--- src/rtl/demux_1_4_stream.sv ---
// 1:4 stream demultiplexer: routes one valid/ready word to one of four one-entry channel registers by in_sel.
// Latency 1 cycle from input transfer to out_valid; each channel sustains one word per cycle when drained.
// Backpressure is per channel: a stalled channel blocks only words addressed to it (in_ready follows in_sel).
// Optional build macro DEMUX_1_4_CNT_EN adds 8-bit wrapping per-channel transfer counters cnt0..cnt3.

module demux_1_4_stream #(
  parameter int W = 4
) (
  input  logic         clk,
  input  logic         rst_n,
  input  logic         in_valid,
  output logic         in_ready,
  input  logic [W-1:0] in_data,
  input  logic [1:0]   in_sel,
  output logic [3:0]   out_valid,
  input  logic [3:0]   out_ready,
  output logic [W-1:0] out_data0,
  output logic [W-1:0] out_data1,
  output logic [W-1:0] out_data2,
  output logic [W-1:0] out_data3
`ifdef DEMUX_1_4_CNT_EN
  ,
  output logic [7:0]   cnt0,
  output logic [7:0]   cnt1,
  output logic [7:0]   cnt2,
  output logic [7:0]   cnt3
`endif
);

  // Per-channel occupancy flags and data registers.
  logic [3:0]          valid_q, valid_d;
  logic [3:0][W-1:0]   data_q, data_d;

  // Per-cycle handshake decode.
  logic                xfer;
  logic [3:0]          load;
  logic [3:0]          drain;

  // Input handshake: the addressed channel can take a word if it is empty or
  // is being drained this cycle; in_ready deliberately ignores in_valid.
  always_comb begin
    in_ready = !valid_q[in_sel] | out_ready[in_sel];
    xfer     = in_valid & in_ready;
    load     = '0;
    if (xfer) begin
      load[in_sel] = 1'b1;
    end
    drain    = valid_q & out_ready;
  end

  // Next-state: drain clears a channel, a load sets it; drain and load on the
  // same channel leave it full with the new word (no bubble).
  always_comb begin
    valid_d = (valid_q & ~drain) | load;
    data_d  = data_q;
    for (int k = 0; k < 4; k++) begin
      if (load[k]) begin
        data_d[k] = in_data;
      end
    end
  end

  // Channel registers; reset discards any buffered words.
  always_ff @(posedge clk or negedge rst_n) begin
    if (!rst_n) begin
      valid_q <= '0;
      data_q  <= '0;
    end else begin
      valid_q <= valid_d;
      data_q  <= data_d;
    end
  end

  assign out_valid = valid_q;
  assign out_data0 = data_q[0];
  assign out_data1 = data_q[1];
  assign out_data2 = data_q[2];
  assign out_data3 = data_q[3];

`ifdef DEMUX_1_4_CNT_EN
  logic [3:0][7:0] cnt_q, cnt_d;

  // Count accepted words per channel; 8-bit wrap is intentional.
  always_comb begin
    cnt_d = cnt_q;
    for (int k = 0; k < 4; k++) begin
      if (load[k]) begin
        cnt_d[k] = cnt_q[k] + 8'd1;
      end
    end
  end

  // Counter registers.
  always_ff @(posedge clk or negedge rst_n) begin
    if (!rst_n) begin
      cnt_q <= '0;
    end else begin
      cnt_q <= cnt_d;
    end
  end

  assign cnt0 = cnt_q[0];
  assign cnt1 = cnt_q[1];
  assign cnt2 = cnt_q[2];
  assign cnt3 = cnt_q[3];
`endif

endmodule
--- config.mk ---
export PLATFORM = sky130hd
export DESIGN_NAME = demux_1_4_stream
export DESIGN_NICKNAME = d
export VERILOG_FILES = /design/src/rtl/demux_1_4_stream.sv
export SDC_FILE = /design/constraint.sdc
export NUM_CORES = 1
export LEC_CHECK = 0
export ABC_AREA = 1
export CAP_MARGIN = 20
export CORE_MARGIN = 2
export CORE_UTILIZATION = 47
export DETAILED_ROUTE_END_ITERATION = 10
export PLACE_DENSITY = 0.81
export SYNTH_ARGS = -nofsm -noshare
export SYNTH_HDL_FRONTEND = slang
export SYNTH_SLANG_ARGS = --single-unit
--- constraint.sdc ---
create_clock -name clk -period 2.61 [get_ports clk]
set_input_delay 0.522 -clock clk [delete_from_list [all_inputs] [get_ports clk]]
set_output_delay 0.522 -clock clk [all_outputs]
set_load 0.005 [all_outputs]
# After elaboration in Yosys (flattened, before gate mapping)
# Cells that the tools add are included.
[op_classes]
n_mux = 7
n_reduce_logical = 2
magnitude_cmp = 2
bitwise_logic = 6
[ops]
columns = ["cell", "count"]
rows = [
  ["AND 4 bit", 2],
  ["binary-select mux 1 bit (select 2 bit)", 2],
  ["2-to-1 mux 4 bit", 1],
  ["inverter 4 bit", 1],
  ["OR 4 bit", 1],
  ["less-than comparator 2 x 3 -> 1 bit (second input constant)", 1],
  ["2-to-1 mux 1 bit", 3],
  ["demux 1 bit (select 2 bit)", 1],
  [">= comparator 2 x 1 -> 1 bit (second input constant)", 1],
  ["AND 1 bit", 1],
  ["logical AND 1 bit", 1],
  ["logical NOT 1 bit", 1],
  ["OR 1 bit", 1],
]
[word_totals]
reg_bits = 20
out_inout_bits = 21
elab_cells = 22
in_bits = 13

# Longest topological paths before layout
# Gate-level depths: netlist (run 1).
[logic_depth]
word_depth = 7
mapped_depth = 11
mapped_depth_nobuf = 9

# Worst setup path before layout (run 1)
# OpenSTA, ideal clock, no wires.
[synth_timing]
path_type = "input to output"
startpoint = "input port in_sel[0]"
endpoint = "output port in_ready"
cell_stages = 7
t_arrival_ns = 1.176
n_path_buf = 2
t_required_ns = 2.088
slack_ns = 0.912
cell_sequence = "buf_6 nor2_4 nand2_1 nand2_1 nor2_2 nand2_2 buf_4"
[synth_via]
elab_chain_len = 4
word_cells_on_any_way = 6
classes_between = "mux: 4; bitwise: 1; reduce/logical: 1"
[synth_rtl]
columns = ["element", "line", "text"]
rows = [
  ["start, declared", "14", "input logic [1:0] in_sel,"],
  ["binary-select mux 1 bit (select 2 bit)", "42", "in_ready = !valid_q[in_sel] | out_ready[in_sel];"],
  ["2-to-1 mux 1 bit (implied by the code)", "42", ""],
  ["logical NOT 1 bit", "42", ""],
  ["OR 1 bit (*)", "42", ""],
  ["end, declared", "12", "output logic in_ready,"],
]
# Every way passes the cells marked *; elsewhere a longest branch is shown, timed or not. The select of a mux whose other input is x is not followed.

# Worst setup path in the final report (run 1)
# Same ends and word-level chain as after synthesis.

==> reports/metrics.csv, run 1 <==
metric,value,unit
CTS resizes,0,
clk sinks,20,
antenna-violating nets left,0,
"count leader, synth",nand2_1,
first-pass GRT wire length,3.74,mm
number of I/O pins,34,
Detailed Route WL,2.14,mm
Num CTS Buffers,3,
Synth top area share,52.2,%
crit-path max FO,6,
clk_lat worst skew,0.30,ns
Tot GR Track Use,20.2,%
Syn Std Cell Area,958,um2
max-slew violations,0,
layout cells sized above 1,11.0,%
skew final,0.000656,ns
Syn Nets,122,
worst min-delay path category,reg -> reg,
Iter 0 DRT Violations,18,
vias in the first global route,831,
deepest clock path buffer count,2,
gr ovfl total,0,
critical path data arrival time,1.71,ns
count of final setup violators,0,
startpoint types,primary input,
#FFs+latches synth,20,
Synth top cells by count,"45 x nand2_1, 20 x dfrtp_1, 16 x nand4_1, 6 x inv_1",
Final Hold Vio Count,0,
Most used DFF post-synth,dfrtp_1,
clock-pin slew on the worst setup and hold paths,0.11,ns
Synth area leader,dfrtp_1,
Max VDD drop,0.464,mV
CP Capture Type,output pin,
synth unique cells,16,
RePlAce Congestion,0.857,
row count,16,
Mapped Cells,109,
DR vias,874,
root buf cell,clkbuf_4,
Starting Density,49.4,%
"Async S/R FF share, synth",100,%
Slew HR,61.9,%
Layout area overhead,42.2,%
Avg WL per Cell,12.4,um
max-cap violations,0,
WS Path Type,in -> out,
setup repair after global routing missed its margin,no,
syn_area_per_cell,8.79,um2
crit path time final,2.23,ns
DP HPWL,1.65,mm
pwr dens,601,nW/um2
Yosys Warn Count,0,
total setup buffers inserted after CTS,0,
largest net degree at the start of global routing,21,
die area,2420,um2
die width,49.2,um
CP dominant cell by count,nand2_1,
n_diodes,0,
register area share after synthesis,52.2,%
Area contributors post-synth,"dfrtp_1 52%, nand2_1 18%, nand4_1 10%",
"EDFF count, synth",0,
initial antenna violation count,0,
total power,0.819,mW
Critical Path RT,2.09,ns
fin nets,160,
Worst-Margin Slew,0.570,ns
# DRC,0,
drt via density,5.05,
status,"finished, final reports clean",
TritonCTS clock tree,yes,
period utilization,85.4,%
max incr delay on CP,0.50,ns
crit-path cells,"clkdlybuf4s50_1, buf_4, nor2_4, nand2_1, nand2_1, nor2_2, nand2_2, dlymetal6s2s_1",
setup TNS,0,ns
Leakage,0.663,nW
Die Span Y,49.2,um
Port-buffer cells,33,
core area,1940,um2
H-Tree Depth,1,
Initial DRT Pass Iterations,4,
# hold bufs at CTS,0,
critical path's slowest cell,clkdlybuf4s50_1,
fmax,0.449,GHz
-- logic make-up after synthesis --
group           count (synthesis)  share of synthesized area (%)
buf+inv                        12                           6.79
flops                          20                           52.2
compound gates                  4                           2.09
simple gates                   73                           38.9
-- sequential cells by signal, summed over array words and instances (netlist names) --
signal     flops
out_data0      4
out_data3      4
out_data2      4
out_data1      4
out_valid      4
-- report_power, final --
| group | switching [mW] | internal, mW |
|---|---|---|
| Clock | 0.0936 | 0.0850 |
| Sequential | 0.0311 | 0.365 |
| Combinational | 0.100 | 0.145 |
-- cells in the final DEF (no fill, tap or decap) --
cell type        netlist  routed
nand2_1               45      45
clkdlybuf4s50_1        0      31
dfrtp_1               20      20
nand4_1               16      16
inv_1                  6       6
buf_4                  1       5
nand3_1                4       4
o21ai_0                4       4
nand3_4                3       3
clkbuf_4               0       3
nor2_1                 2       2
dlymetal6s2s_1         0       2
nor2_4                 1       1
inv_2                  1       1
nor2_2                 1       1
nand2_2                1       1
clkbuf_8               0       1
-- path summary, 6_finish.rpt --
check / startpoint / endpoint / slack, ns / depth (start not counted)
worst min register to register: out_data2[2] / out_data2[2] / 0.48 / 2
min in group asynchronous: rst_n / out_valid[3] / 0.55 / 2
worst max register to register: out_valid[2] / out_data3[1] / 1.14 / 9
worst min-delay path: out_data2[2] / out_data2[2] / 0.48 / 2
worst max-delay path: in_sel[0] / in_ready / 0.38 / 8
max in group asynchronous: rst_n / out_data1[0] / 1.86 / 2
-- area by class of cell --
cell class                      instances  area [um2]
Tap cell                               27        33.8
Clock buffer                            4        36.3
Multi-Input combinational cell         77         393
Inverter                                7        26.3
Fill cell                             168         579
Timing Repair Buffer                   38         373
Sequential cell                        20         500
-- routing by layer --
metal	wire, um	vias to the layer above	global-route usage (%)
li1	-	438	-
met1	970	412	24.0
met2	1030	20	33.6
met3	99	4	4.29
met4	40	0	11.4
met5	0	-	0
-- worst max-delay path: cells and delay by family --
family / cells / cell delay [ns]
buffers and inverters: 3 / 0.83
and+or+nand+nor: 5 / 0.36
-- per-stage QoR --
stage                     cells  hold WS [ns]  util, %  setup WS (ns)  instance area, um2
final                       173         0.481     70.2          0.382                1360
after global routing        173         0.508     70.2          0.330                1360
after CTS                   173         0.487     69.9         0.0364                1360
after detailed placement    169         0.458     68.0         0.0431                1320
after global placement      169         0.455     68.0         0.0817                1320
after floorplan             109         0.226        -          0.912                 958
No activity file was read; power rests on OpenSTA's default activity.
==> run 2, diff against run 1 <==
--- a/config.mk
+++ b/config.mk
@@ -11,6 +11,8 @@
 export CORE_UTILIZATION = 47
 export DETAILED_ROUTE_END_ITERATION = 10
 export PLACE_DENSITY = 0.81
+export REMOVE_ABC_BUFFERS = 1
+export SETUP_SLACK_MARGIN = 0.5
 export SYNTH_ARGS = -nofsm -noshare
 export SYNTH_HDL_FRONTEND = slang
 export SYNTH_SLANG_ARGS = --single-unit
==> run 2 against run 1 <==
Compared with the run above:
- die area unchanged
- critical path type unchanged
- worst setup slack improved by 0.21 ns
- flip-flop and latch count unchanged
- non-clock buffer count is 1 higher
- clock-buffer cell count down 1
- first-iteration DRC count stayed put
- largest power group unchanged
- sequential power barely moved
- register-to-register slack improved by 0.02 ns
==> reports/metrics.csv, run 2 (synthesis gave the netlist of run 1 again) <==
metric,value,unit
DR vias,915,
RR Startpoint,out_valid[3],
crit path time final,2.02,ns
crit-path max FO,2,
Leakage,0.679,nW
CP Capture Type,output pin,
Worst-Margin Slew,0.457,ns
startpoint types,primary input,
die area,2420,um2
deepest clock path buffer count,2,
DP Cell Count,169,
fill cell count,165,
H-Tree Depth,1,
total power,0.789,mW
clock-pin slew on the worst setup and hold paths,0.11,ns
worst hold start,out_ready[3],
period utilization,77.3,%
largest net degree at the start of global routing,21,
critical path data arrival time,1.50,ns
crit-path cells,"clkdlybuf4s50_1, nand3_1, nand2_1, nor2_2, nand2_2, dlygate4sd2_1",
TritonCTS clock tree,yes,
Critical Path Source,out_ready[2],
pwr dens,582,nW/um2
core area,1940,um2
"Design Area, Final",1360,um2
critical path's slowest cell,clkdlybuf4s50_1,
# hold bufs at CTS,0,
Post-Layout Cell Count,173,
Avg WL per Cell,13.1,um
Layout area overhead,41.4,%
max-slew violations,0,
fmax,0.496,GHz
worst setup margin,0.592,ns
met3 wire len,94,um
pre-CTS setup slack,0.0911,ns
WS Path Type,in -> out,
max-cap violations,0,
count of final setup violators,0,
drt via density,5.29,
max incr delay on CP,0.42,ns
Critical Path RT,2.09,ns
wire length on met2,1.15,mm
fin nets,161,
number of I/O pins,34,
Num CTS Buffers,3,
M1 wire length,964,um
Iter 0 DRT Violations,18,
row count,16,
first-pass GRT wire length,3.82,mm
worst min-delay path category,in -> reg,
RePlAce Congestion,0.770,
skew final,0.00931,ns
gr ovfl total,0,
initial antenna violation count,0,
most frequent cells in the layout,"45 x nand2_1, 27 x clkdlybuf4s50_1, 20 x dfrtp_1",
layout cells sized above 1,11.6,%
"most common cell after layout, fill and taps aside",nand2_1,
Detailed Route WL,2.26,mm
die width,49.2,um
setup repair after global routing missed its margin,no,
setup TNS,0,ns
Max VDD drop,0.517,mV
Initial DRT Pass Iterations,4,
status,"finished, final reports clean",
Die Span Y,49.2,um
# DRC,0,
r2r setup slk,1.16,ns
antenna-violating nets left,0,
top sig layer,met4,
Tot GR Track Use,20.9,%
root buf cell,clkbuf_4,
DP HPWL,1.66,mm
Final Hold Vio Count,0,
Starting Density,49.4,%
n_diodes,0,
Placed Area,1320,um2
vias in the first global route,889,
Port-buffer cells,33,
clk sinks,20,
Slew HR,69.4,%
clk_lat worst skew,0.31,ns
run 2: final cells by class:
class | instances | area, um2 | area share [%]
sequential | 20 | 500 | 36.9
multi-input combinational | 77 | 393 | 29.0
timing repair buffer | 39 | 379 | 28.0
tap | 27 | 33.8 | 2.49
inverter | 7 | 26.3 | 1.94
clock buffer | 3 | 22.5 | 1.66
run 2: critical path: cells and delay by family:
family | cells | cell delay, ns
simple gates | 4 | 0.30
buf+inv | 2 | 0.68
run 2: timing repair:
item                       4_1_cts  5_1_grt
setup endpoints to repair        1        1
resized for setup                4        5
setup buffers                    1        0
hold endpoints to repair         0        0
pin swaps                        1        1
cloned                           0        0
run 2: routing by layer:
metal	global-route usage, %	vias to the layer above
met5	0	-
met4	11.4	0
met3	2.45	5
met2	34.9	29
met1	26.3	442
li1	-	439
run 2: report_power, final:
part	leakage (nW)	switching, mW	total [mW]	internal (mW)
clock network	0.0138	0.0928	0.147	0.0540
registers	0.252	0.0318	0.396	0.365
logic	0.412	0.102	0.246	0.144
run 2: final timing paths:
path                                 to  cells after the start
max                            in_ready                      6
min                        out_valid[3]                      2
max reg2reg                out_data3[3]                      9
min reg2reg                out_data0[0]                      2
max in group asynchronous  out_data2[0]                      2
min in group asynchronous  out_valid[3]                      2
run 2: through the flow:
| step | utilization (%) | hold WS (ns) |
|---|---|---|
| global route | 69.8 | 0.459 |
| finish | 69.8 | 0.433 |
| global placement | 68.0 | 0.458 |
| CTS | 69.6 | 0.490 |
| detailed placement | 68.0 | 0.462 |
| floorplan | - | 0.226 |
